<file path="src/rtl/nn_pkg.sv">
// nn_pkg
//   Shared definitions for the NN weight-load path.
//   - state_t    : weight-load sequencer FSM encoding
//   - idx_w()    : index width for a count of items (never less than 1 bit)
//   - NN_UNIT_W / NN_WADDR_W : index widths for the default 4x4 unit array
package nn_pkg;

  typedef enum logic [2:0] {
    ST_IDLE  = 3'd0,
    ST_ISSUE = 3'd1,
    ST_DRAIN = 3'd2,
    ST_SUM   = 3'd3,
    ST_DONE  = 3'd4
  } state_t;

  function automatic int idx_w(input int n);
    return (n > 1) ? $clog2(n) : 1;
  endfunction

  localparam int NN_UNIT_W  = idx_w(4);
  localparam int NN_WADDR_W = idx_w(4);

endpackage

</file>
<file path="src/rtl/nn_tag_pipe.sv">
// nn_tag_pipe
//   DEPTH-deep shift register of {valid, unit, slot}. Models the weight RAM
//   read latency: a tag pushed in cycle t appears on the outputs in t+DEPTH,
//   which is exactly when the RAM data for that read is valid.
//   Unit/slot of a stage only load when a valid tag moves in, so the output
//   stage keeps the last delivered tag while o_valid is low.
// Ports
//   i_clk, i_reset : clock, synchronous active-high reset (flushes the pipe)
//   i_valid        : a read was issued this cycle
//   i_unit, i_slot : target unit / weight slot of that read
//   o_valid        : tag at the output stage is live (unit write strobe)
//   o_unit, o_slot : target of the current / most recent write
//   o_empty        : nothing in flight behind the output stage
module nn_tag_pipe #(
  parameter int DEPTH   = 2,
  parameter int UNIT_W  = 2,
  parameter int WADDR_W = 2
) (
  input  logic               i_clk,
  input  logic               i_reset,
  input  logic               i_valid,
  input  logic [UNIT_W-1:0]  i_unit,
  input  logic [WADDR_W-1:0] i_slot,
  output logic               o_valid,
  output logic [UNIT_W-1:0]  o_unit,
  output logic [WADDR_W-1:0] o_slot,
  output logic               o_empty
);

  logic [DEPTH-1:0]         r_valid;
  logic [DEPTH*UNIT_W-1:0]  r_unit;
  logic [DEPTH*WADDR_W-1:0] r_slot;

  // Chain element k feeds stage k; element DEPTH is the output stage.
  logic [DEPTH:0]               w_valid_chain;
  logic [(DEPTH+1)*UNIT_W-1:0]  w_unit_chain;
  logic [(DEPTH+1)*WADDR_W-1:0] w_slot_chain;

  assign w_valid_chain = {r_valid, i_valid};
  assign w_unit_chain  = {r_unit, i_unit};
  assign w_slot_chain  = {r_slot, i_slot};

  always_ff @(posedge i_clk) begin
    if (i_reset) begin
      r_valid <= '0;
      r_unit  <= '0;
      r_slot  <= '0;
    end else begin
      r_valid <= w_valid_chain[DEPTH-1:0];
      for (int k = 0; k < DEPTH; k++) begin
        if (w_valid_chain[k]) begin
          r_unit[k*UNIT_W +: UNIT_W]   <= w_unit_chain[k*UNIT_W +: UNIT_W];
          r_slot[k*WADDR_W +: WADDR_W] <= w_slot_chain[k*WADDR_W +: WADDR_W];
        end
      end
    end
  end

  assign o_valid = w_valid_chain[DEPTH];
  assign o_unit  = w_unit_chain[DEPTH*UNIT_W +: UNIT_W];
  assign o_slot  = w_slot_chain[DEPTH*WADDR_W +: WADDR_W];

  // Looking only behind the output stage lets the controller leave DRAIN in
  // the same cycle the final write is presented, not one cycle later.
  if (DEPTH == 1) begin : g_empty_d1
    assign o_empty = 1'b1;
  end else begin : g_empty_dn
    assign o_empty = ~|r_valid[DEPTH-2:0];
  end

endmodule

</file>
<file path="src/rtl/weight_load_sequencer.sv">
// weight_load_sequencer
//   Streams one layer's weights from the weight RAM into NUM_UNITS neuron
//   units, WEIGHTS_PER_UNIT each. One RAM read per cycle; each read's target
//   is carried through a RAM_LATENCY tag pipe so writes land back-to-back with
//   no per-word stalls. Pulses sum_trigger after the last write, then done.
//
//   state  | meaning
//   IDLE   | waiting for start; invalid layer pulses error
//   ISSUE  | one RAM read per cycle, N*M reads
//   DRAIN  | reads finished, waiting for tags still in flight
//   SUM    | sum_trigger pulse
//   DONE   | done pulse, busy drops next cycle
//
// Ports
//   i_clk, i_reset     : clock, synchronous active-high reset
//   i_start, i_layer   : load request and layer index (sampled in IDLE only)
//   o_ram_addr         : weight RAM read address
//   o_ram_rd_en        : read strobe, one per issued address
//   o_unit_sel         : target unit of current write
//   o_unit_address     : weight slot within the unit
//   o_write            : unit write strobe (RAM data valid)
//   o_sum_trigger      : one-cycle pulse after the last write
//   o_busy             : load in progress (cycle after start through DONE)
//   o_done             : one-cycle completion pulse
//   o_error            : one-cycle pulse for an out-of-range layer
module weight_load_sequencer
  import nn_pkg::*;
#(
  parameter int NUM_UNITS        = 4,
  parameter int WEIGHTS_PER_UNIT = 4,
  parameter int ADDR_W           = 10,
  parameter int NUM_LAYERS       = 3,
  parameter int LAYER_W          = 2,
  parameter int LAYER_STRIDE     = 16,
  parameter int RAM_LATENCY      = 2,
  localparam int UNIT_W          = idx_w(NUM_UNITS),
  localparam int WADDR_W         = idx_w(WEIGHTS_PER_UNIT)
) (
  input  logic               i_clk,
  input  logic               i_reset,
  input  logic               i_start,
  input  logic [LAYER_W-1:0] i_layer,
  output logic [ADDR_W-1:0]  o_ram_addr,
  output logic               o_ram_rd_en,
  output logic [UNIT_W-1:0]  o_unit_sel,
  output logic [WADDR_W-1:0] o_unit_address,
  output logic               o_write,
  output logic               o_sum_trigger,
  output logic               o_busy,
  output logic               o_done,
  output logic               o_error
);

  localparam int TOTAL = NUM_UNITS * WEIGHTS_PER_UNIT;
  localparam int CNT_W = idx_w(TOTAL);
  localparam logic [CNT_W-1:0]   CNT_LAST  = CNT_W'(TOTAL - 1);
  localparam logic [WADDR_W-1:0] SLOT_LAST = WADDR_W'(WEIGHTS_PER_UNIT - 1);
  localparam logic [ADDR_W-1:0]  STRIDE    = ADDR_W'(LAYER_STRIDE);

  if ((NUM_UNITS < 2) || (WEIGHTS_PER_UNIT < 2) || (RAM_LATENCY < 1)) begin : g_bad_shape
    $error("weight_load_sequencer: NUM_UNITS/WEIGHTS_PER_UNIT must be >= 2, RAM_LATENCY >= 1");
  end
  if ((NUM_LAYERS * LAYER_STRIDE > (1 << ADDR_W)) || (LAYER_STRIDE < TOTAL)) begin : g_bad_map
    $error("weight_load_sequencer: layer map exceeds RAM or LAYER_STRIDE < units*weights");
  end

  state_t             r_state;
  logic [ADDR_W-1:0]  r_ram_addr;
  logic               r_ram_rd_en;
  logic [UNIT_W-1:0]  r_unit_cnt;
  logic [WADDR_W-1:0] r_slot_cnt;
  logic [CNT_W-1:0]   r_issue_cnt;
  logic               r_sum_trigger;
  logic               r_busy;
  logic               r_done;
  logic               r_error;

  logic               w_layer_ok;
  logic [ADDR_W-1:0]  w_base;
  logic               w_pipe_empty;

  assign w_layer_ok = (int'(i_layer) < NUM_LAYERS);
  // Address arithmetic is ADDR_W wide; any carry out is dropped.
  assign w_base     = ADDR_W'(i_layer) * STRIDE;

  always_ff @(posedge i_clk) begin
    if (i_reset) begin
      r_state       <= ST_IDLE;
      r_ram_addr    <= '0;
      r_ram_rd_en   <= 1'b0;
      r_unit_cnt    <= '0;
      r_slot_cnt    <= '0;
      r_issue_cnt   <= '0;
      r_sum_trigger <= 1'b0;
      r_busy        <= 1'b0;
      r_done        <= 1'b0;
      r_error       <= 1'b0;
    end else begin
      r_sum_trigger <= 1'b0;
      r_done        <= 1'b0;
      r_error       <= 1'b0;

      case (r_state)
        ST_IDLE: begin
          if (i_start) begin
            if (w_layer_ok) begin
              r_state     <= ST_ISSUE;
              r_ram_addr  <= w_base;
              r_ram_rd_en <= 1'b1;
              r_unit_cnt  <= '0;
              r_slot_cnt  <= '0;
              r_issue_cnt <= CNT_LAST;
              r_busy      <= 1'b1;
            end else begin
              r_error <= 1'b1;
            end
          end
        end

        ST_ISSUE: begin
          // r_issue_cnt counts reads remaining after the one on the bus now.
          if (r_issue_cnt == '0) begin
            r_ram_rd_en <= 1'b0;
            r_state     <= ST_DRAIN;
          end else begin
            r_issue_cnt <= r_issue_cnt - 1'b1;
            r_ram_addr  <= r_ram_addr + 1'b1;
            if (r_slot_cnt == SLOT_LAST) begin
              r_slot_cnt <= '0;
              r_unit_cnt <= r_unit_cnt + 1'b1;
            end else begin
              r_slot_cnt <= r_slot_cnt + 1'b1;
            end
          end
        end

        ST_DRAIN: begin
          // Leaves while the final write is on the output stage, so
          // sum_trigger follows the last write directly.
          if (w_pipe_empty) begin
            r_state       <= ST_SUM;
            r_sum_trigger <= 1'b1;
          end
        end

        ST_SUM: begin
          r_state <= ST_DONE;
          r_done  <= 1'b1;
        end

        ST_DONE: begin
          r_state <= ST_IDLE;
          r_busy  <= 1'b0;
        end

        default: begin
          r_state <= ST_IDLE;
        end
      endcase
    end
  end

  nn_tag_pipe #(
    .DEPTH   (RAM_LATENCY),
    .UNIT_W  (UNIT_W),
    .WADDR_W (WADDR_W)
  ) u_tag_pipe (
    .i_clk   (i_clk),
    .i_reset (i_reset),
    .i_valid (r_ram_rd_en),
    .i_unit  (r_unit_cnt),
    .i_slot  (r_slot_cnt),
    .o_valid (o_write),
    .o_unit  (o_unit_sel),
    .o_slot  (o_unit_address),
    .o_empty (w_pipe_empty)
  );

  assign o_ram_addr    = r_ram_addr;
  assign o_ram_rd_en   = r_ram_rd_en;
  assign o_sum_trigger = r_sum_trigger;
  assign o_busy        = r_busy;
  assign o_done        = r_done;
  assign o_error       = r_error;

endmodule

</file>
<file path="config.mk">
export PLATFORM = sky130hd
export DESIGN_NAME = weight_load_sequencer
export DESIGN_NICKNAME = d
export VERILOG_FILES = /design/src/rtl/nn_pkg.sv /design/src/rtl/nn_tag_pipe.sv /design/src/rtl/weight_load_sequencer.sv
export SDC_FILE = /design/constraint.sdc
export NUM_CORES = 1
export LEC_CHECK = 0
export ABC_CLOCK_PERIOD_IN_PS = 4130
export CAP_MARGIN = 10
export CORE_ASPECT_RATIO = 2
export CORE_MARGIN = 4
export CORE_UTILIZATION = 40
export DETAILED_ROUTE_END_ITERATION = 10
export GPL_TIMING_DRIVEN = 1
export MAX_ROUTING_LAYER = met4
export PLACE_DENSITY_LB_ADDON = 0.15
export SKIP_LAST_GASP = 1
export SYNTH_ARGS = -nofsm -noshare
export SYNTH_HDL_FRONTEND = slang
export SYNTH_SLANG_ARGS = --single-unit
export TNS_END_PERCENT = 100
</file>
<file path="constraint.sdc">
create_clock -name i_clk -period 4.13 [get_ports i_clk]
set_input_delay 0.826 -clock i_clk [delete_from_list [all_inputs] [get_ports i_clk]]
set_output_delay 0.826 -clock i_clk [all_outputs]
set_load 0.01 [all_outputs]
</file>
======== Word level (Yosys, flattened, before mapping) ========
Index checks and enable logic that the tools add are counted.
storage, ports and cells
  latch bits .............................. 0
  memory bits (writable) .................. 0
  output and inout port bits .............. 20
  memory bits (read-only) ................. 0
  memories ................................ 0
  flip-flop bits (word level) ............. 36
operators by class
  reduce and logical (&&, ||, !) cells .... 11
  eq/ne operators ......................... 11
  divide/modulo/power cells ............... 0
  multipliers ............................. 0
  muxes and demuxes ....................... 29
  add/subtract/negate cells ............... 4
  bitwise logic cells ..................... 3
  $lt $le $gt $ge ......................... 1
  shift operators ......................... 0
operator list
  kind                     number
  $mux W10                 3
  $pmux W10 S2             1
  $mux W2                  6
  $mux W3                  4
  $mux W4                  3
  $ne A2 B2 Y1 const B     6
  $pmux W3 S4              1
  $reduce_and A4 Y1        3
  $add A10 B1 Y10 const B  1
  $pmux W2 S2              2
  $pmux W4 S2              1
  $eq A3 B2 Y1 const B     2
  $mux W1                  6
  $reduce_and A5 Y1        1
  $add A2 B1 Y2 const B    2
  $logic_not A4 Y1         1
  $pmux W1 S2              2
  $reduce_bool A2 Y1       2
  $sub A4 B1 Y4 const B    1
  $eq A3 B1 Y1 const B     1
  $eq A3 B3 Y1 const B     1
  $logic_not A3 Y1         1
  $not A1 Y1               3
  $reduce_and A3 Y1        1
  other kinds (4)          4

======== Logic depth before layout (Yosys ltp) ========
Gate-level depths: netlist of the first run.
  depth after elaboration ................. 4
  gate-level depth with buffers ........... 8

======== Cells and area by module ========
From an unflattened synthesis of the first run, not the netlist that was laid out.
unflattened totals
  cells, all modules ...................... 187
  area, all modules ....................... 1,694.1 um^2
modules (own cells, without submodules)
  module                 times used  cells an instance  area an instance (um^2)
  weight_load_sequencer  1           151                1,312.5
  nn_tag_pipe            1           36                 381.6

======== Worst setup path after synthesis of the first run ========
Ideal clock, no wire load.
  kind .................................... input -> register
  from .................................... in i_start
  to ...................................... reg r_ram_addr[1] (netlist: o_ram_addr[1])
  arrival ................................. 1.858 ns
  cell stages on the path ................. 6
  buffers on the path ..................... 2
  slack ................................... 2.148 ns
  required time ........................... 4.006 ns
  cells stage by stage .................... a21boi_2 -> o211ai_1 -> clkbuf_1 -> buf_2 -> mux2i_1 -> nor2_1
between the ends
  cells in the longest elaborated chain, start to end .. 2
ends and longest elaborated chain
  what                                RTL line                      source
  from (decl)                         weight_load_sequencer.sv:41   input logic i_start,
  $ne A2 B2 Y1 (no source line)       --
  $reduce_and A4 Y1 (no source line)  --
  to (signal assigned)                weight_load_sequencer.sv:108  r_ram_addr <= w_base;
  to (signal assigned)                weight_load_sequencer.sv:127  r_ram_addr <= r_ram_addr + 1'b1;
  to (decl)                           weight_load_sequencer.sv:68   logic [ADDR_W-1:0] r_ram_addr;
No other way between the ends.
A chain may end at the register's enable or synchronous reset.

======== Worst setup path in the final report of the first run ========
  from .................................... in i_start
  to ...................................... reg r_ram_addr[9] (netlist: o_ram_addr[9])
Same word-level chain as after synthesis.

==> results of run 1 <==
-- worst max-delay path: cells and delay by family --
kind,cells,cell delay (ns)
AND/OR/NAND/NOR,1,0.56
AO/OA/AOI/OAI,3,0.71
buffers and inverters,1,0.47
-- area by class of cell --
type | count | area (µm²) | area share
Sequential cell | 36 | 721 | 0.375
Inverter | 4 | 15.0 | 0.00782
Timing Repair Buffer | 25 | 248 | 0.129
Tap cell | 51 | 63.8 | 0.0332
Multi-Input combinational cell | 118 | 777 | 0.405
Clock buffer | 7 | 96.3 | 0.0502
-- cells by family (layout without fill, tap and decap cells) --
| kind of cell | Yosys count | after routing | synth area share |
|---|---|---|---|
| AO/OA/AOI/OAI | 38 | 38 | 0.151 |
| adder cells (fa/ha/maj) | 3 | 3 | 0.0236 |
| buffers and inverters | 19 | 36 | 0.0604 |
| flip-flops | 36 | 36 | 0.452 |
| multiplexers | 15 | 15 | 0.0958 |
| AND/OR/NAND/NOR | 62 | 62 | 0.217 |
-- cells in the final DEF (no fill, tap or decap), drive strengths merged, types with 7 or more instances in the layout --
| cell | instances |
|---|---|
| clkbuf | 7 |
| clkdlybuf4s50 | 24 |
| o21ai | 11 |
| or3 | 8 |
| nand2 | 7 |
| a21oi | 13 |
| dfxtp | 36 |
| nor2 | 19 |
| mux2i | 13 |
-- layer usage --
layer / part of all wire / up-vias / wire length [µm] / track usage
met5: 0 / - / 0 / -
met4: 0.025 / 0 / 82 / 0.0709
met3: 0.051 / 10 / 169 / 0.0384
met2: 0.51 / 47 / 1700 / 0.239
met1: 0.41 / 599 / 1360 / 0.170
li1: - / 643 / - / -
-- state kept, by name, indices dropped and copies added, names as in the netlist --
name,cells
r_unit_cnt,2
o_error,1
u_tag_pipe.r_slot,4
u_tag_pipe.r_valid,2
o_sum_trigger,1
o_ram_rd_en,1
u_tag_pipe.r_unit,4
o_ram_addr,10
r_slot_cnt,2
r_state,3
r_issue_cnt,4
o_busy,1
o_done,1
-- final timing paths --
kind / start / endpoint / slack [ns]
max: i_start / o_ram_addr[9]$_SDFFE_PP0P_ / 1.78
min: u_tag_pipe.r_unit[2]$_SDFFE_PP0P_ / u_tag_pipe.r_unit[2]$_SDFFE_PP0P_ / 0.49
max reg2reg: r_state[0]$_SDFFE_PP0P_ / r_issue_cnt[0]$_SDFFE_PP0P_ / 2.06
min reg2reg: u_tag_pipe.r_unit[2]$_SDFFE_PP0P_ / u_tag_pipe.r_unit[2]$_SDFFE_PP0P_ / 0.49
-- power by group --
group | switching (mW) | internal (mW) | total [mW]
clock network | 0.118 | 0.148 | 0.267
registers | 0.0281 | 0.370 | 0.398
logic | 0.0701 | 0.0694 | 0.139
-- cells in the mapped netlist, drive strengths merged, types with 2 or more instances --
library cell / instances
a21oi: 13
or3b: 3
nand2: 7
ha: 3
nor2: 19
or3: 8
nor2b: 4
mux2: 2
clkbuf: 8
o21ai: 11
and3: 3
buf: 7
nand3b: 2
nand2b: 3
inv: 4
nor3: 3
dfxtp: 36
mux2i: 13
a31oi: 2
nand3: 4
-- stage by stage --
stage | hold slack (ns) | util
5_1_grt | 0.505 | 0.500
3_3_place_gp | 0.471 | 0.475
3_5_place_dp | 0.480 | 0.475
2_1_floorplan | 0.460 | -
4_1_cts | 0.498 | 0.500
6_report | 0.494 | 0.500
==> metrics.yaml, run 1 <==
yosys:
  synth-seq-cells: 36
  syn_area_um2: 1590
  avgSynthCellArea_um2: 9.21
  yosys.area.top_type: "dfxtp_1"
  post_synth_main_area_contributors: "dfxtp_1 45%, mux2i_1 8.2%, nor2_1 4.2%, a21oi_1 3.8%, o21ai_0 3.1%"
  synth_cells: 173
  yosysTopAreaCellShare: 0.452
  synth_warnings: 0
  synth-edff-count: 0
  synthFlopType: "dfxtp_1"
  async_flop_share: 0
  ys_types: 43
  syn_nets: 181
  ys_seq_area_frac: 0.452
placed_design:
  dp_hpwl_mm: 2.37
  post-place-ws_ns: 1.49
  port_buffers: 24
  dp_cells: 234
  gp_congestion: 0.849
  dpl_cell_area_um2: 1820
worst_hold_path:
  hold_class: "flip-flop to flip-flop"
  hold-path-cell-count: 2
floorplan:
  fp.coreArea_um2: 3840
  die_h_um: 97.3
  initial_core_util: 0.415
  ios: 25
  fp.dieArea_um2: 5120
  core.rowCount: 32
  die_x_um: 52.6
job:
  maxCapViolCount: 0
route:
  wirelength_mm: 3.32
  vias: 1299
  first_pass_iters: 4
  final_antenna_net_count: 0
  detail_route.wl_per_cell_um: 13.8
  drcViolationCount: 0
  drt_iter0_drc: 15
  vias_per_cell: 5.39
final_layout:
  area_growth_pct: 20.5
  nets: 198
  drive_gt1_frac: 0.0684
  fin_cells: 241
  final_area_um2: 1920
  num_antenna_cells: 0
  n_fill_cell: 382
outcome:
  status: "finished clean"
timing:
  final.setup.worst_slack_ns: 1.78
  tightest_slew_ns: 0.995
  max_freq_ghz: 0.426
  finalSetupViolations: 0
  fin_skew_ns: 0.00403
  rsz0062_at_grt: "no"
  hold_viol: 0
  slew_headroom: 0.335
  timing.setup.tns_ns: 0
  report.final.slew_viol_count: 0
  fin_crit_ns: 2.35
  finalCritPeriodShare: 0.568
grt:
  grt_pass1_wl_mm: 5.69
  first_global_vias: 1274
  grtUsageTotal: 0.150
  antenna_found_initial: 0
  grt_max_degree: 29
  grt_overflow: 0
setup_path:
  required_ns: 4.34
  path_cells: "clkdlybuf4s50_1 -> a21boi_2 -> o2111ai_1 -> or4_1 -> a21oi_1"
  max_stage_delay_ns: 0.56
  cp-end-kind: "flip-flop"
  crit_type: "primary input to flip-flop"
  path_max_fanout: 7
  cp_slowest_cell: "or4_1"
  crit_arrival_ns: 2.56
  rr_worst_depth: 4
  startpoint_type: "primary input"
cts:
  clk_pin_slew_ns: 0.07
  numClockSinks: 36
  clock_latency_ns: 0.28
  cts-root-buf: "clkbuf_8"
  htree_levels: 2
  cts_hold_buffers: 0
  post_cts_buffers: 0
  cts_max_path_buffers: 2
  cts_resized: 0
  cts_tree: "built"
  cts_buffers: 5
power_and_ir_drop:
  ir_drop_mv: 0.204
  p_per_area_nw_per_um2: 418
  p_leak_nw: 0.690
  power_mw: 0.804
No activity file was read; power rests on OpenSTA's default activity.
==> inputs of run 2 (changes only) <==
- ABC_CLOCK_PERIOD_IN_PS: 4130 -> 1900
- clock period: 4.13 -> 1.9 ns (I/O delays scaled with it)
==> run 2 against run 1 <==
  * Critical path depth is 1 higher
  * Clock skew grew 0.00095 ns
  * Global-route usage up 1.1 points
  * Combinational power rose to 2.7 times the previous value
  * First-iteration DRC count shrank 27%
  * Via count rose by 4.3%
  * Die area did not move
  * Sequential share of layout area is 1.9 points lower
  * Critical endpoint unchanged
==> metrics.yaml, run 2 (synthesis gave the netlist of run 1 again) <==
placed_design:
  gp_congestion: 0.820
  dp_hpwl_mm: 2.71
  post-place-ws_ns: -0.0791
  port_buffers: 24
final_layout:
  ff_latch_area_um2: 721
  final_core_util: 0.526
  n_fill_cell: 404
  nets: 212
  largest_reg_flops: 10
  area_growth_pct: 26.8
  num_antenna_cells: 0
  drive_gt1_frac: 0.137
  layout_common_cells: "36 x dfxtp_1, 24 x clkdlybuf4s50_1, 18 x nor2_1"
  final_common_cell: "dfxtp_1"
  multi_input_area_um2: 777
route:
  drt_iter0_drc: 11
  wl_met1_mm: 1.43
  wl_met2_mm: 2.01
  vias: 1355
  vias_per_cell: 5.29
  first_pass_iters: 4
  drcViolationCount: 0
  wirelength_mm: 3.65
  dr.max_layer_used: "met4"
  final_antenna_net_count: 0
  wl_met3_um: 130
  detail_route.wl_per_cell_um: 14.2
cts:
  clk_pin_slew_ns: 0.07
  cts_max_path_buffers: 2
  numClockSinks: 36
  cts_buffers: 5
  clock_latency_ns: 0.29
  cts_resized: 0
  cts_tree: "built"
  post_cts_buffers: 0
  htree_levels: 2
  cts-root-buf: "clkbuf_8"
  cts_hold_buffers: 0
power_and_ir_drop:
  p_per_area_nw_per_um2: 876
  power_mw: 1.77
  ir_drop_mv: 0.540
  p_leak_nw: 0.761
setup_path:
  startpoint_type: "flip-flop"
  crit_arrival_ns: 1.91
  crit_type: "flip-flop to flip-flop"
  max_stage_delay_ns: 0.52
  required_ns: 2.12
  cp-end-kind: "flip-flop"
  path_max_fanout: 4
  cp_slowest_cell: "or4_1"
  path_cells: "inv_1 -> ha_1 -> nand4bb_1 -> o2111ai_1 -> or4_1 -> a21oi_1"
timing:
  hold_viol: 0
  finalCritPeriodShare: 0.891
  final.setup.worst_slack_ns: 0.207
  max_freq_ghz: 0.591
  fin_skew_ns: 0.00498
  rsz0062_at_grt: "no"
  fin_crit_ns: 1.69
  timing.setup.tns_ns: 0
  report.final.slew_viol_count: 0
  slew_headroom: 0.749
  whs_ns: 0.477
  tightest_slew_ns: 0.375
  finalSetupViolations: 0
grt:
  first_global_vias: 1358
  grt_overflow: 0
  grt_pass1_wl_mm: 6.03
  grtUsageTotal: 0.161
  antenna_found_initial: 0
  grt_max_degree: 18
floorplan:
  initial_core_util: 0.415
  fp.dieArea_um2: 5120
  ios: 25
  die_h_um: 97.3
  core.rowCount: 32
  fp.coreArea_um2: 3840
  die_x_um: 52.6
job:
  maxCapViolCount: 0
worst_hold_path:
  hold_class: "flip-flop to flip-flop"
outcome:
  status: "finished clean"
## run 2: path summary, 6_finish.rpt
check,startpoint,endpoint,slack (ns),depth (start not counted)
worst max-delay path,r_issue_cnt[1]$_SDFFE_PP0P_,o_ram_addr[9]$_SDFFE_PP0P_,0.21,6
worst min-delay path,u_tag_pipe.r_valid[0]$_SDFF_PP0_,u_tag_pipe.r_valid[1]$_SDFF_PP0_,0.48,2
worst max register to register,r_issue_cnt[1]$_SDFFE_PP0P_,o_ram_addr[9]$_SDFFE_PP0P_,0.21,6
worst min register to register,u_tag_pipe.r_valid[0]$_SDFF_PP0_,u_tag_pipe.r_valid[1]$_SDFF_PP0_,0.48,2
## run 2: critical path, delay by kind of cell, from the launching register on
family	cells	cell delay, ns
simple gates	2	0.69
flops	1	0.35
compound gates	2	0.30
fa+ha+maj	1	0.22
buf+inv	1	0.07
## run 2: cell type report
cell class,instances,share of cell area
Clock buffer,6,0.0408
Clock inverter,2,0.00495
Inverter,4,0.00743
Multi-Input combinational cell,118,0.384
Sequential cell,36,0.356
Tap cell,51,0.0316
Timing Repair Buffer,39,0.175
## run 2: per-layer routing
layer / vias up / global-route usage
li1: 672 / -
met4: 0 / 0.0768
met2: 28 / 0.276
met3: 6 / 0.0445
met1: 649 / 0.160
met5: - / -
## run 2: per-stage QoR
stage,area [µm²],cells
floorplan,1590,173
global placement,1930,248
detailed placement,1930,248
CTS,2020,256
global route,2020,256
finish,2020,256
## run 2: report_power, final
part	leakage, nW	switching, mW	internal (mW)
logic	0.417	0.185	0.186
clock network	0.0510	0.269	0.289
registers	0.293	0.0397	0.803
total	0.761	0.493	1.28
